## config.mk

```make
export PLATFORM = sky130hd
export DESIGN_NAME = hb_chain_ctrl_flat
export DESIGN_NICKNAME = d
export VERILOG_FILES = /design/src/rtl/hb_chain_pkg.sv /design/src/rtl/hb_chain_if.sv /design/src/rtl/hb_chain_overrun.sv /design/src/rtl/hb_chain_ctrl.sv /design/src/flat_wrapper.sv
export SDC_FILE = /design/constraint.sdc
export NUM_CORES = 1
export LEC_CHECK = 0
export BUFFER_PORTS_ARGS = -buffer_cell sky130_fd_sc_hd__buf_2
export CORE_MARGIN = 4
export CORE_UTILIZATION = 49
export CTS_CLUSTER_DIAMETER = 30
export CTS_CLUSTER_SIZE = 14
export DETAILED_ROUTE_END_ITERATION = 12
export GPL_ROUTABILITY_DRIVEN = 1
export PLACE_DENSITY_LB_ADDON = 0.2
export SLEW_MARGIN = 20
export SYNTH_ARGS = -nofsm -noshare
export SYNTH_HDL_FRONTEND = slang
export SYNTH_SLANG_ARGS = --single-unit
export TNS_END_PERCENT = 30
```

## constraint.sdc

```tcl
create_clock -name clk -period 2.6 [get_ports clk]
set_input_delay 0.26 -clock clk [delete_from_list [all_inputs] [get_ports clk]]
set_output_delay 0.26 -clock clk [all_outputs]
set_load 0.005 [all_outputs]
```

## src/rtl/hb_chain_pkg.sv

```systemverilog
// rtl/hb_chain_pkg.sv - shared types and helpers for the halfband chain controller
package hb_chain_pkg;

   typedef enum logic [1:0] {
      IDLE   = 2'd0,
      FLUSH  = 2'd1,
      SETTLE = 2'd2,
      RUN    = 2'd3
   } state_t;

   typedef enum logic [1:0] {
      DECIM1 = 2'd0,
      DECIM2 = 2'd1,
      DECIM4 = 2'd2
   } rate_t;

   // Rate codes 2 and 3 both mean decimate-by-4; fold 3 onto 2.
   function automatic rate_t norm_rate(input logic [1:0] r);
      return r[1] ? DECIM4 : rate_t'(r);
   endfunction

   // {hb1_bypass, hb2_bypass}: hb1 runs for decim 2 and 4, hb2 only for decim 4.
   function automatic logic [1:0] bypass_map(input rate_t r);
      return {(r == DECIM1), (r != DECIM4)};
   endfunction

endpackage

```

## src/rtl/hb_chain_if.sv

```systemverilog
// rtl/hb_chain_if.sv - sample/strobe bus between the chain controller and its environment
interface hb_chain_if #(
   parameter int WIDTH = 18
);
   logic             stb_in;
   logic [WIDTH-1:0] data_in;
   logic             hb1_stb_in;
   logic [WIDTH-1:0] hb1_data_in;
   logic             chain_stb;
   logic [WIDTH-1:0] chain_data;
   logic             stb_out;
   logic [WIDTH-1:0] data_out;

   // Environment side: sources input samples and the hb2 output, sinks the forwarded streams.
   modport master (
      output stb_in, data_in, chain_stb, chain_data,
      input  hb1_stb_in, hb1_data_in, stb_out, data_out
   );

   // Controller side.
   modport slave (
      input  stb_in, data_in, chain_stb, chain_data,
      output hb1_stb_in, hb1_data_in, stb_out, data_out
   );
endinterface

```

## src/rtl/hb_chain_overrun.sv

```systemverilog
// rtl/hb_chain_overrun.sv - input strobe rate policing; built only with HB_CHAIN_OVERRUN_CHECK_EN
`ifdef HB_CHAIN_OVERRUN_CHECK_EN
module hb_chain_overrun (
   input  logic clk,
   input  logic rst,
   input  logic i_window,
   input  logic i_check,
   input  logic i_stb,
   input  logic i_clr,
   output logic o_accept,
   output logic o_overrun
);
   logic r_prev_accept;
   logic r_overrun;
   logic w_drop;

   // A strobe directly behind an accepted one is too fast for a decimating chain.
   assign w_drop    = i_window & i_check & i_stb & r_prev_accept;
   assign o_accept  = i_window & i_stb & ~w_drop;
   assign o_overrun = r_overrun;

   // Track the previous accept; sticky flag where a new violation beats a clear.
   always_ff @(posedge clk) begin
      if (rst) begin
         r_prev_accept <= 1'b0;
         r_overrun     <= 1'b0;
      end else begin
         r_prev_accept <= o_accept;
         if (w_drop)
            r_overrun <= 1'b1;
         else if (i_clr)
            r_overrun <= 1'b0;
      end
   end
endmodule
`endif

```

## src/rtl/hb_chain_ctrl.sv

```systemverilog
// rtl/hb_chain_ctrl.sv - halfband chain sequencer; HB_CHAIN_OVERRUN_CHECK_EN enables overrun policing
module hb_chain_ctrl
   import hb_chain_pkg::*;
#(
   parameter int WIDTH          = 18,
   parameter int FLUSH_CYCLES   = 16,
   parameter int SETTLE_OUTPUTS = 8
) (
   input  logic       clk,
   input  logic       rst,
   input  logic       run,
   input  logic [1:0] rate,
   input  logic       clr_overrun,
   output logic       hb1_rst,
   output logic       hb2_rst,
   output logic       hb1_bypass,
   output logic       hb2_bypass,
   output logic       active,
   output logic       overrun,
   hb_chain_if.slave  bus
);
   localparam int FW = $clog2(FLUSH_CYCLES) + 1;
   localparam int SW = $clog2(SETTLE_OUTPUTS) + 1;
   localparam logic [FW-1:0] FLUSH_LAST  = FW'(FLUSH_CYCLES - 1);
   localparam logic [SW-1:0] SETTLE_LAST = SW'((SETTLE_OUTPUTS > 0) ? SETTLE_OUTPUTS - 1 : 0);
   localparam bit NO_SETTLE = (SETTLE_OUTPUTS == 0);

   state_t           r_state, w_next;
   rate_t            r_rate_q, w_rate_norm;
   logic [FW-1:0]    r_flush_cnt;
   logic [SW-1:0]    r_settle_cnt;
   logic             w_load_rate;
   logic             w_window;
   logic             w_accept;
   logic             r_hb1_stb;
   logic [WIDTH-1:0] r_hb1_data;
   logic             r_stb_out;
   logic [WIDTH-1:0] r_data_out;

   assign w_rate_norm = norm_rate(rate);
   assign w_window    = (r_state == SETTLE) || (r_state == RUN);

   // Next state; run=0 wins everywhere, a rate change from SETTLE/RUN re-flushes.
   always_comb begin
      w_next      = r_state;
      w_load_rate = 1'b0;
      if (!run) begin
         w_next = IDLE;
      end else begin
         case (r_state)
            IDLE: begin
               w_next      = FLUSH;
               w_load_rate = 1'b1;
            end
            FLUSH: begin
               if (r_flush_cnt == FLUSH_LAST)
                  w_next = (NO_SETTLE || r_rate_q == DECIM1) ? RUN : SETTLE;
            end
            SETTLE: begin
               if (w_rate_norm != r_rate_q) begin
                  w_next      = FLUSH;
                  w_load_rate = 1'b1;
               end else if (bus.chain_stb && r_settle_cnt == SETTLE_LAST) begin
                  w_next = RUN;
               end
            end
            RUN: begin
               if (w_rate_norm != r_rate_q) begin
                  w_next      = FLUSH;
                  w_load_rate = 1'b1;
               end
            end
            default: w_next = IDLE;
         endcase
      end
   end

   // State, latched rate and the flush/settle counters (restart from zero on every entry).
   always_ff @(posedge clk) begin
      if (rst) begin
         r_state      <= IDLE;
         r_rate_q     <= DECIM1;
         r_flush_cnt  <= '0;
         r_settle_cnt <= '0;
      end else begin
         r_state <= w_next;
         if (w_load_rate)
            r_rate_q <= w_rate_norm;
         if (r_state == FLUSH && w_next == FLUSH)
            r_flush_cnt <= r_flush_cnt + 1'b1;
         else
            r_flush_cnt <= '0;
         if (r_state == SETTLE && w_next == SETTLE) begin
            if (bus.chain_stb)
               r_settle_cnt <= r_settle_cnt + 1'b1;
         end else begin
            r_settle_cnt <= '0;
         end
      end
   end

`ifdef HB_CHAIN_OVERRUN_CHECK_EN
   hb_chain_overrun u_overrun (
      .clk       (clk),
      .rst       (rst),
      .i_window  (w_window),
      .i_check   (r_rate_q != DECIM1),
      .i_stb     (bus.stb_in),
      .i_clr     (clr_overrun),
      .o_accept  (w_accept),
      .o_overrun (overrun)
   );
`else
   logic w_unused_clr;
   assign w_unused_clr = clr_overrun;
   assign w_accept     = w_window & bus.stb_in;
   assign overrun      = 1'b0;
`endif

   // Registered input and output forwarding; data holds when no strobe passes.
   always_ff @(posedge clk) begin
      if (rst) begin
         r_hb1_stb  <= 1'b0;
         r_hb1_data <= '0;
         r_stb_out  <= 1'b0;
         r_data_out <= '0;
      end else begin
         r_hb1_stb <= w_accept;
         if (w_accept)
            r_hb1_data <= bus.data_in;
         r_stb_out <= (r_state == RUN) && bus.chain_stb;
         if (r_state == RUN && bus.chain_stb)
            r_data_out <= bus.chain_data;
      end
   end

   assign hb1_rst                  = (r_state == IDLE) || (r_state == FLUSH);
   assign hb2_rst                  = hb1_rst;
   assign {hb1_bypass, hb2_bypass} = bypass_map(r_rate_q);
   assign active                   = (r_state == RUN);
   assign bus.hb1_stb_in           = r_hb1_stb;
   assign bus.hb1_data_in          = r_hb1_data;
   assign bus.stb_out              = r_stb_out;
   assign bus.data_out             = r_data_out;

endmodule

```

## src/flat_wrapper.sv

```systemverilog
// flat-port wrapper written by rule: the top's interface ports become plain ports
module hb_chain_ctrl_flat import hb_chain_pkg::*;
#(
   parameter int WIDTH          = 18,
   parameter int FLUSH_CYCLES   = 16,
   parameter int SETTLE_OUTPUTS = 8
)
  (clk, rst, run, rate, clr_overrun, hb1_rst, hb2_rst, hb1_bypass, hb2_bypass, active, overrun, bus_stb_in, bus_data_in, bus_chain_stb, bus_chain_data, bus_hb1_stb_in, bus_hb1_data_in, bus_stb_out, bus_data_out);
  hb_chain_if #(.WIDTH(WIDTH)) bus_i ();
  input  logic clk;
  input  logic rst;
  input  logic run;
  input  logic [1:0] rate;
  input  logic clr_overrun;
  output logic hb1_rst;
  output logic hb2_rst;
  output logic hb1_bypass;
  output logic hb2_bypass;
  output logic active;
  output logic overrun;
  input wire logic [$bits(bus_i.stb_in)-1:0] bus_stb_in;
  input wire logic [$bits(bus_i.data_in)-1:0] bus_data_in;
  input wire logic [$bits(bus_i.chain_stb)-1:0] bus_chain_stb;
  input wire logic [$bits(bus_i.chain_data)-1:0] bus_chain_data;
  output wire logic [$bits(bus_i.hb1_stb_in)-1:0] bus_hb1_stb_in;
  output wire logic [$bits(bus_i.hb1_data_in)-1:0] bus_hb1_data_in;
  output wire logic [$bits(bus_i.stb_out)-1:0] bus_stb_out;
  output wire logic [$bits(bus_i.data_out)-1:0] bus_data_out;
  assign bus_i.stb_in = bus_stb_in;
  assign bus_i.data_in = bus_data_in;
  assign bus_i.chain_stb = bus_chain_stb;
  assign bus_i.chain_data = bus_chain_data;
  assign bus_hb1_stb_in = bus_i.hb1_stb_in;
  assign bus_hb1_data_in = bus_i.hb1_data_in;
  assign bus_stb_out = bus_i.stb_out;
  assign bus_data_out = bus_i.data_out;
  hb_chain_ctrl #(.WIDTH(WIDTH), .FLUSH_CYCLES(FLUSH_CYCLES), .SETTLE_OUTPUTS(SETTLE_OUTPUTS)) u_core (.clk(clk), .rst(rst), .run(run), .rate(rate), .clr_overrun(clr_overrun), .hb1_rst(hb1_rst), .hb2_rst(hb2_rst), .hb1_bypass(hb1_bypass), .hb2_bypass(hb2_bypass), .active(active), .overrun(overrun), .bus(bus_i));
endmodule
```

==> results_tabular.tex, run 1 <==
\begin{tabular}{lr}
\hline
Metric & Value \\
\hline
\multicolumn{2}{l}{\textbf{Outcome}} \\
\quad Status & completed \\
\multicolumn{2}{l}{\textbf{Cells and area}} \\
\quad Final antenna diode count & 0 \\
\quad Share of final-layout standard cells stronger than drive strength 1 & 32.36\% \\
\quad Count of nets after finishing & 355 \\
\quad Area of the multi-input gates & 830.8 sq um \\
\quad Register area & 1021 sq um \\
\quad Fill cell instance count of the final layout & 350 \\
\quad Layout overhead on the synthesized area & 27.20\% \\
\multicolumn{2}{l}{\textbf{Worst setup path}} \\
\quad R2r startpoint & u\_core.r\_state[1] \\
\quad Critical Path Source & u\_core.r\_state[1] \\
\quad Maximum fanout along the worst path & 18 \\
\quad Worst Setup Start Kind & flop \\
\quad Critical path data required time & between 2 and 3 ns \\
\quad Arr. time, crit path & between 1.5 and 2 ns \\
\quad Category of the critical setup timing path & reg -> reg \\
\quad Setup crit end kind & flop \\
\multicolumn{2}{l}{\textbf{Timing}} \\
\quad Post-Route Skew & 0.004526 ns \\
\quad Maximum clock frequency & roughly 0.66 GHz \\
\quad Minimum period implied by the final worst setup slack & 1.518 ns \\
\quad Final-report hold violation count & 0 \\
\quad Final setup violating endpoints & 0 \\
\quad Final setup TNS & 0 ns \\
\quad Relative slew margins & between 50\% and 60\% \\
\quad Hold slack final & 0.1911 ns \\
\quad Pin slew with the least headroom to its limit & between 0.6 and 0.7 ns \\
\quad Period Utilization, post-route & between 50\% and 60\% \\
\quad Unrepaired setup endpoints after global routing & no \\
\quad Final-report max-slew violation count & 0 \\
\multicolumn{2}{l}{\textbf{Yosys}} \\
\quad Post-synth top flop & dfxtp\_1 \\
\quad Top post-synthesis cells by area & dfxtp\_1 (52\%), nand2\_1 (14\%), a21oi\_1 (10\%), buf\_4 (2.3\%), ha\_1 (1.9\%) \\
\quad Fraction of synthesized cell area taken by the top area cell type & 52.34\% \\
\quad Most frequent cells after synthesis & nand2\_1 (74), dfxtp\_1 (51), a21oi\_1 (39) \\
\quad Register area share after synthesis & a little over half \\
\quad Distinct cells, synth & 33 \\
\quad Library cell with the highest instance count after synthesis & nand2\_1 \\
\quad Post-synthesis net count & around 280 \\
\quad Synthesized netlist cell count & around 230 \\
\quad Ys async rst share & 0\% \\
\quad Synth warn & 0 \\
\quad Number of flops mapped to enable cells by yosys & 0 \\
\quad Avg Synthesized Cell Area & about 8.5 sq um \\
\quad Post-Syn Area & 1951 sq um \\
\quad Largest area contributor in the synthesized netlist & dfxtp\_1 \\
\quad Number of synthesized register bits & 51 \\
\multicolumn{2}{l}{\textbf{Drt}} \\
\quad Detailed-route wire length per cell & approximately 12 microns \\
\quad Total via count after detailed routing & 1,726 \\
\quad Via/cell ratio & slightly below 5 \\
\quad DRC errors left & 0 \\
\quad Total wirelength of the detailed-routed design & around 4200 microns \\
\quad Number of DRC markers after the initial detailed-route iteration & a little over 80 \\
\quad Antenna-violating nets left & 0 \\
\quad Iteration count of the initial detailed-routing pass & 4 \\
\multicolumn{2}{l}{\textbf{Floorplan}} \\
\quad DIE WIDTH & 71.10 microns \\
\quad Core footprint & between 3000 and 4000 sq um \\
\quad Die outline area & 5055 sq um \\
\quad I/O pin cnt & 88 \\
\quad Core Rows & 22 \\
\quad Height of the chip & between 70 and 80 microns \\
\quad Initial core utilization & a little over half \\
\multicolumn{2}{l}{\textbf{GRT}} \\
\quad Via count of the first global-routing pass & about 1.6k \\
\quad Antenna violations before repair & 0 \\
\quad First-pass GRT wire length & approximately 6800 microns \\
\quad Largest net degree at the start of global routing & 41 \\
\quad Overflow left after global routing & 0 \\
\quad Global Route Usage Sum & $\sim$16\% \\
\multicolumn{2}{l}{\textbf{CTS}} \\
\quad CTS clk-pin slew, worst paths & about 0.090 ns \\
\quad Root buf cell & clkbuf\_8 \\
\quad Number of resized instances in the post-cts repair step & 0 \\
\quad Clock Sink Count & approximately 50 \\
\quad Worst-skew pair later-pin latency & slightly below 0.3 ns \\
\quad Number of buffers created by CTS & 5 \\
\quad Setup repair bufs after CTS & 0 \\
\quad Hold\_buf cts & 0 \\
\quad Count of H-tree levels built during CTS & 2 \\
\quad CTS tree & done \\
\quad Buffer levels on the longest clock path & 2 \\
\multicolumn{2}{l}{\textbf{Placement}} \\
\quad Number of buffers inserted by port buffering & 85 \\
\quad HPWL after DPL & roughly 3100 microns \\
\quad Routability cong. & slightly below 0.8 \\
\multicolumn{2}{l}{\textbf{Worst hold path}} \\
\quad Worst hold start & bus\_data\_in[0] \\
\quad Worst min-delay path class & in -> reg \\
\multicolumn{2}{l}{\textbf{Job}} \\
\quad Max-capacitance violation count & 0 \\
\multicolumn{2}{l}{\textbf{Power}} \\
\quad Share of total power in the clock network & slightly below 40\% \\
\quad Switching part of the total & around a fifth \\
\quad VDD IR max & around 380 uV \\
\quad Total internal power & between 0.001 and 0.0015 W \\
\quad Pleak & $\sim$1.1 nW \\
\quad Switching power & about 0.00027 W \\
\quad Sequential share of power & a little under three fifths \\
\quad Power density over the cells & between 500 and 600 nW/um\^{}2 \\
\quad Fraction of power consumed by combinational cells & under 10\% \\
\hline
\end{tabular}
==> metrics by stage <==
step | power, W | setup slack [ns] | cells | area (sq um) | utilization [%]
5_1_grt | 0.001465 | 0.8444 | 357 | 2481 | 66.28
3_3_place_gp | 0.0008715 | 1.110 | 349 | 2364 | 63.14
2_1_floorplan | 0.0008320 | 1.162 | 229 | 1951 | -
4_1_cts | 0.001419 | 1.066 | 357 | 2481 | 66.28
6_report | 0.001403 | 1.082 | 357 | 2481 | 66.28
3_5_place_dp | 0.0008717 | 1.088 | 349 | 2364 | 63.14
==> metal layers <==
| metal | wire (microns) | vias up | part of all wire, % | GRT usage (%) |
|---|---|---|---|---|
| li1 | - | 902 | - | - |
| met3 | 379 | 2 | 9.1 | 4.830 |
| met2 | 1898 | 63 | 45 | 26.67 |
| met5 | 0 | - | 0 | 0 |
| met1 | 1875 | 759 | 45 | 20.90 |
| met4 | 20 | 0 | 0.48 | 4.384 |
==> cell type report <==
cell class,count,area share [%]
Inverter,5,0.7564
Multi-Input combinational cell,159,33.48
Timing Repair Buffer,86,17.45
Sequential cell,51,41.15
Clock inverter,2,1.412
Clock buffer,6,3.328
Tap cell,48,2.421
==> power groups by stage <==
stage	clock, W	sequential [W]	combinational [W]
6_report	0.000550	0.000787	0.0000657
5_1_grt	0.000603	0.000789	0.0000735
4_1_cts	0.000565	0.000787	0.0000664
3_5_place_dp	0	0.000806	0.0000659
3_3_place_gp	0	0.000806	0.0000658
2_1_floorplan	0	0.000805	0.0000272
==> state kept, by name, summed over array words and instances (netlist names) <==
register	count
u_core.bus.data_out	18
u_core.bus.hb1_data_in	18
u_core.r_flush_cnt	5
u_core.r_settle_cnt	4
u_core.r_rate_q	2
u_core.r_state	2
u_core.bus.hb1_stb_in	1
u_core.bus.stb_out	1
==> placed cells by master, fill, tap and decap left out <==
cell type   n
and2_1      2
a41o_1      1
nor4_1      4
and3b_1     1
clkbuf_8    6
mux2i_1     1
nor2_1      8
nand4b_1    1
clkinv_2    1
bufinv_16   1
xor2_1      2
or3_4       1
nand3_2     1
nand2_1    74
and4bb_2    1
buf_2      85
o21ai_0     2
nor2b_1     1
dfxtp_1    51
and3_1      2
o21ba_1     1
conb_1      1
nand3_1     2
buf_4       1
o21bai_1    1
a21oi_1    39
nor4_4      1
nand4_1     1
ha_1        3
o31ai_4     1
nand2b_1    2
inv_1       5
nand3b_1    1
or2b_2      1
xnor2_1     3
==> logic make-up (layout without fill, tap and decap cells) <==
logic type	count (synthesis)	after routing	synth area share [%]
buffers and inverters	19	99	5.067
AO/OA/AOI/OAI	45	45	13.02
AND/OR/NAND/NOR	104	104	24.70
flip-flops	51	51	52.34
multiplexers	1	1	0.5132
adder cells (fa/ha/maj)	3	3	1.925
XOR/XNOR	5	5	2.245
other	1	1	0.1922
==> critical path, cell delays in order, from the launching register on <==
cell	delay, ns
dfxtp_1	0.56
and3_1	0.62
nand2_1	0.13
a21oi_1	0.14
==> worst paths after layout <==
kind / cells after the start / slack [ns] / to
max: 3 / 1.08 / u_core.bus.data_out[15]
min: 3 / 0.19 / u_core.bus.hb1_data_in[0]
min reg2reg: 1 / 0.45 / u_core.r_flush_cnt[0]
max reg2reg: 3 / 1.08 / u_core.bus.data_out[15]
(Power assumes the default switching activity.)
==> inputs of run 2 (changes only) <==
--- a/config.mk
+++ b/config.mk
@@ -7,7 +7,7 @@
 export LEC_CHECK = 0
 export BUFFER_PORTS_ARGS = -buffer_cell sky130_fd_sc_hd__buf_2
 export CORE_MARGIN = 4
-export CORE_UTILIZATION = 49
+export CORE_UTILIZATION = 46
 export CTS_CLUSTER_DIAMETER = 30
 export CTS_CLUSTER_SIZE = 14
 export DETAILED_ROUTE_END_ITERATION = 12
==> constraint.sdc (replaced) <==
create_clock -name clk -period 1.5 [get_ports clk]
set_input_delay 0.15 -clock clk [delete_from_list [all_inputs] [get_ports clk]]
set_output_delay 0.15 -clock clk [all_outputs]
set_load 0.005 [all_outputs]
==> results_tabular.tex, run 2 (synthesis results as in run 1) <==
\begin{tabular}{lr}
\hline
Metric & Value \\
\hline
\multicolumn{2}{l}{\textbf{Timing}} \\
\quad Maximum clock frequency & around 0.69 GHz \\
\quad Slack of the critical path & about 0.050 ns \\
\quad Final-report hold violation count & 0 \\
\quad Final setup violating endpoints & 0 \\
\quad Minimum period implied by the final worst setup slack & between 1 and 1.5 ns \\
\quad Period Utilization, post-route & between 90 and 100\% \\
\quad Unrepaired setup endpoints after global routing & yes \\
\quad Post-Route Skew & between 0.005 and 0.006 ns \\
\quad Final-report max-slew violation count & 0 \\
\multicolumn{2}{l}{\textbf{Worst setup path}} \\
\quad Depth of the most critical reg-to-reg path & 5 \\
\quad Critical path data required time & between 1.5 and 2 ns \\
\quad Setup slack, reg-to-reg & about 0.05 ns \\
\quad Category of the critical setup timing path & reg -> reg \\
\quad Maximum fanout along the worst path & 5 \\
\quad Arr. time, crit path & around 1.7 ns \\
\quad Worst Setup Start Kind & flop \\
\quad R2r startpoint & u\_core.r\_flush\_cnt[0] \\
\quad Worst reg2reg endpoint & u\_core.r\_flush\_cnt[2] \\
\quad Setup crit end kind & flop \\
\multicolumn{2}{l}{\textbf{Drt}} \\
\quad Detailed-routed wire length on met2 & between 1500 and 2000 microns \\
\quad Detailed-route wire length per cell & 11.79 microns \\
\quad Number of DRC markers after the initial detailed-route iteration & 85 \\
\quad M1 WL & roughly 1900 microns \\
\quad Via/cell ratio & between 4 and 5 \\
\quad Iteration count of the initial detailed-routing pass & 4 \\
\quad Total wirelength of the detailed-routed design & between 4000 and 5000 microns \\
\quad DRC errors left & 0 \\
\quad Top Metal Used & met4 \\
\quad Antenna-violating nets left & 0 \\
\quad Total via count after detailed routing & 1,720 \\
\quad Total length of routed met3 wires & 395 microns \\
\multicolumn{2}{l}{\textbf{GRT}} \\
\quad Largest net degree at the start of global routing & 41 \\
\quad First-pass GRT wire length & about 7000 microns \\
\quad Global Route Usage Sum & 16.60\% \\
\quad Via count of the first global-routing pass & 1,607 \\
\quad Overflow left after global routing & 0 \\
\quad Antenna violations before repair & 0 \\
\multicolumn{2}{l}{\textbf{Placement}} \\
\quad Pre-CTS setup slack & -0.003509 ns \\
\quad Routability cong. & approximately 0.79 \\
\quad Number of buffers inserted by port buffering & 85 \\
\quad Placed insts & around 360 \\
\quad HPWL after DPL & slightly above 3000 microns \\
\multicolumn{2}{l}{\textbf{Power}} \\
\quad Power density over the cells & 1018 nW/um\^{}2 \\
\quad VDD IR max & between 800 and 900 uV \\
\quad Pleak & 1.105 nW \\
\multicolumn{2}{l}{\textbf{CTS}} \\
\quad Number of resized instances in the post-cts repair step & 0 \\
\quad Clock Sink Count & between 50 and 60 \\
\quad Number of buffers created by CTS & 5 \\
\quad Buffer levels on the longest clock path & 2 \\
\quad CTS tree & done \\
\quad CTS clk-pin slew, worst paths & 0.09 ns \\
\quad Root buf cell & clkbuf\_8 \\
\quad Count of H-tree levels built during CTS & 2 \\
\quad Worst-skew pair later-pin latency & $\sim$0.30 ns \\
\multicolumn{2}{l}{\textbf{Cells and area}} \\
\quad Count of nets after finishing & 360 \\
\quad Final antenna diode count & 0 \\
\quad Layout overhead on the synthesized area & 30.21\% \\
\quad Leading cell type in the layout, fill and taps excluded & buf\_2 \\
\quad Leading cell types in the layout, fill and taps excluded & buf\_2 (85), nand2\_1 (74), dfxtp\_1 (51) \\
\quad Post-route insts no fill & 364 \\
\quad Share of final-layout standard cells stronger than drive strength 1 & about 33\% \\
\multicolumn{2}{l}{\textbf{Floorplan}} \\
\quad Die outline area & about 5300 sq um \\
\quad Initial core utilization & $\sim$48\% \\
\quad DIE WIDTH & 73.12 microns \\
\quad Core footprint & approximately 4100 sq um \\
\quad I/O pin cnt & a little under 90 \\
\quad Core Rows & 23 \\
\quad Height of the chip & approximately 73 microns \\
\multicolumn{2}{l}{\textbf{Job}} \\
\quad Max-capacitance violation count & 0 \\
\multicolumn{2}{l}{\textbf{Worst hold path}} \\
\quad Number of cells on the worst hold path & 3 \\
\quad Worst Hold End & u\_core.bus.data\_out[14] \\
\quad Worst min-delay path class & in -> reg \\
\quad Worst hold start & bus\_chain\_data[14] \\
\multicolumn{2}{l}{\textbf{Outcome}} \\
\quad Status & completed \\
\hline
\end{tabular}
==> run 2: cell count changes in the layout (fill, tap and decap cells not counted) <==
cell / change
clkinv_2: -1
buf_4: +5
clkinvlp_4: +1
clkbuf_8: -1
bufinv_16: +1
==> run 2: worst max-delay path by stage <==
stage	slack (ns)	from	endpoint	depth (start not counted)
after CTS	0.04	u_core.r_flush_cnt[0]	u_core.r_flush_cnt[2]	5
after floorplan	0.06	u_core.r_flush_cnt[0]	u_core.r_flush_cnt[2]	5
after global routing	-0.03	u_core.r_flush_cnt[0]	u_core.r_flush_cnt[1]	5
final	0.05	u_core.r_flush_cnt[0]	u_core.r_flush_cnt[2]	5
after detailed placement	-0.004	u_core.r_flush_cnt[0]	u_core.r_flush_cnt[2]	5
after global placement	0.03	u_core.r_flush_cnt[0]	u_core.r_flush_cnt[3]	5
==> run 2: cell type report <==
type	instances	area, sq um
inverter	5	18.77
fill	386	1518
clock buffer	5	68.82
timing repair buffer	91	470.5
tap	50	62.56
sequential	51	1021
multi-input combinational	159	830.8
clock inverter	3	67.56
==> run 2: report_power, final <==
group | total [W] | internal [W] | switching, W
registers | 0.00136 | 0.00136 | 0.00000733
clock network | 0.00111 | 0.000665 | 0.000443
logic | 0.000114 | 0.0000587 | 0.0000558
total | 0.00259 | 0.00208 | 0.000506
==> run 2: critical path, stage by stage, from the launching register on <==
cell     delay (ns)
dfxtp_1        0.33
ha_1           0.21
and3_1         0.18
ha_1           0.20
or3_4          0.36
nor2_1         0.11
==> run 2: layer usage <==
layer / vias to the layer above / global-route usage, %
met1: 732 / 21.04
met5: - / 0
met2: 67 / 26.02
met3: 7 / 5.234
met4: 0 / 6.762
li1: 914 / -
==> run 2: repair_timing <==
item | 4_1_cts | 5_1_grt
cloned | 0 | 0
pin swaps | 1 | 0
buffers inserted | 0 | 0
setup endpoints to repair | 5 | 3
hold buffers | 0 | 0
==> run 2: metrics by stage <==
stage	power (W)	cell area (sq um)	setup TNS (ns)	hold slack (ns)	util, %
finish	0.002587	2540	0	0.07622	62.60
global route	0.002673	2540	-0.06461	0.07452	62.60
CTS	0.002617	2540	0	0.06830	62.60
detailed placement	0.001511	2404	-0.003509	0.3959	59.24
global placement	0.001511	2404	0	0.3903	59.24
floorplan	0.001442	1951	0	0.2860	-
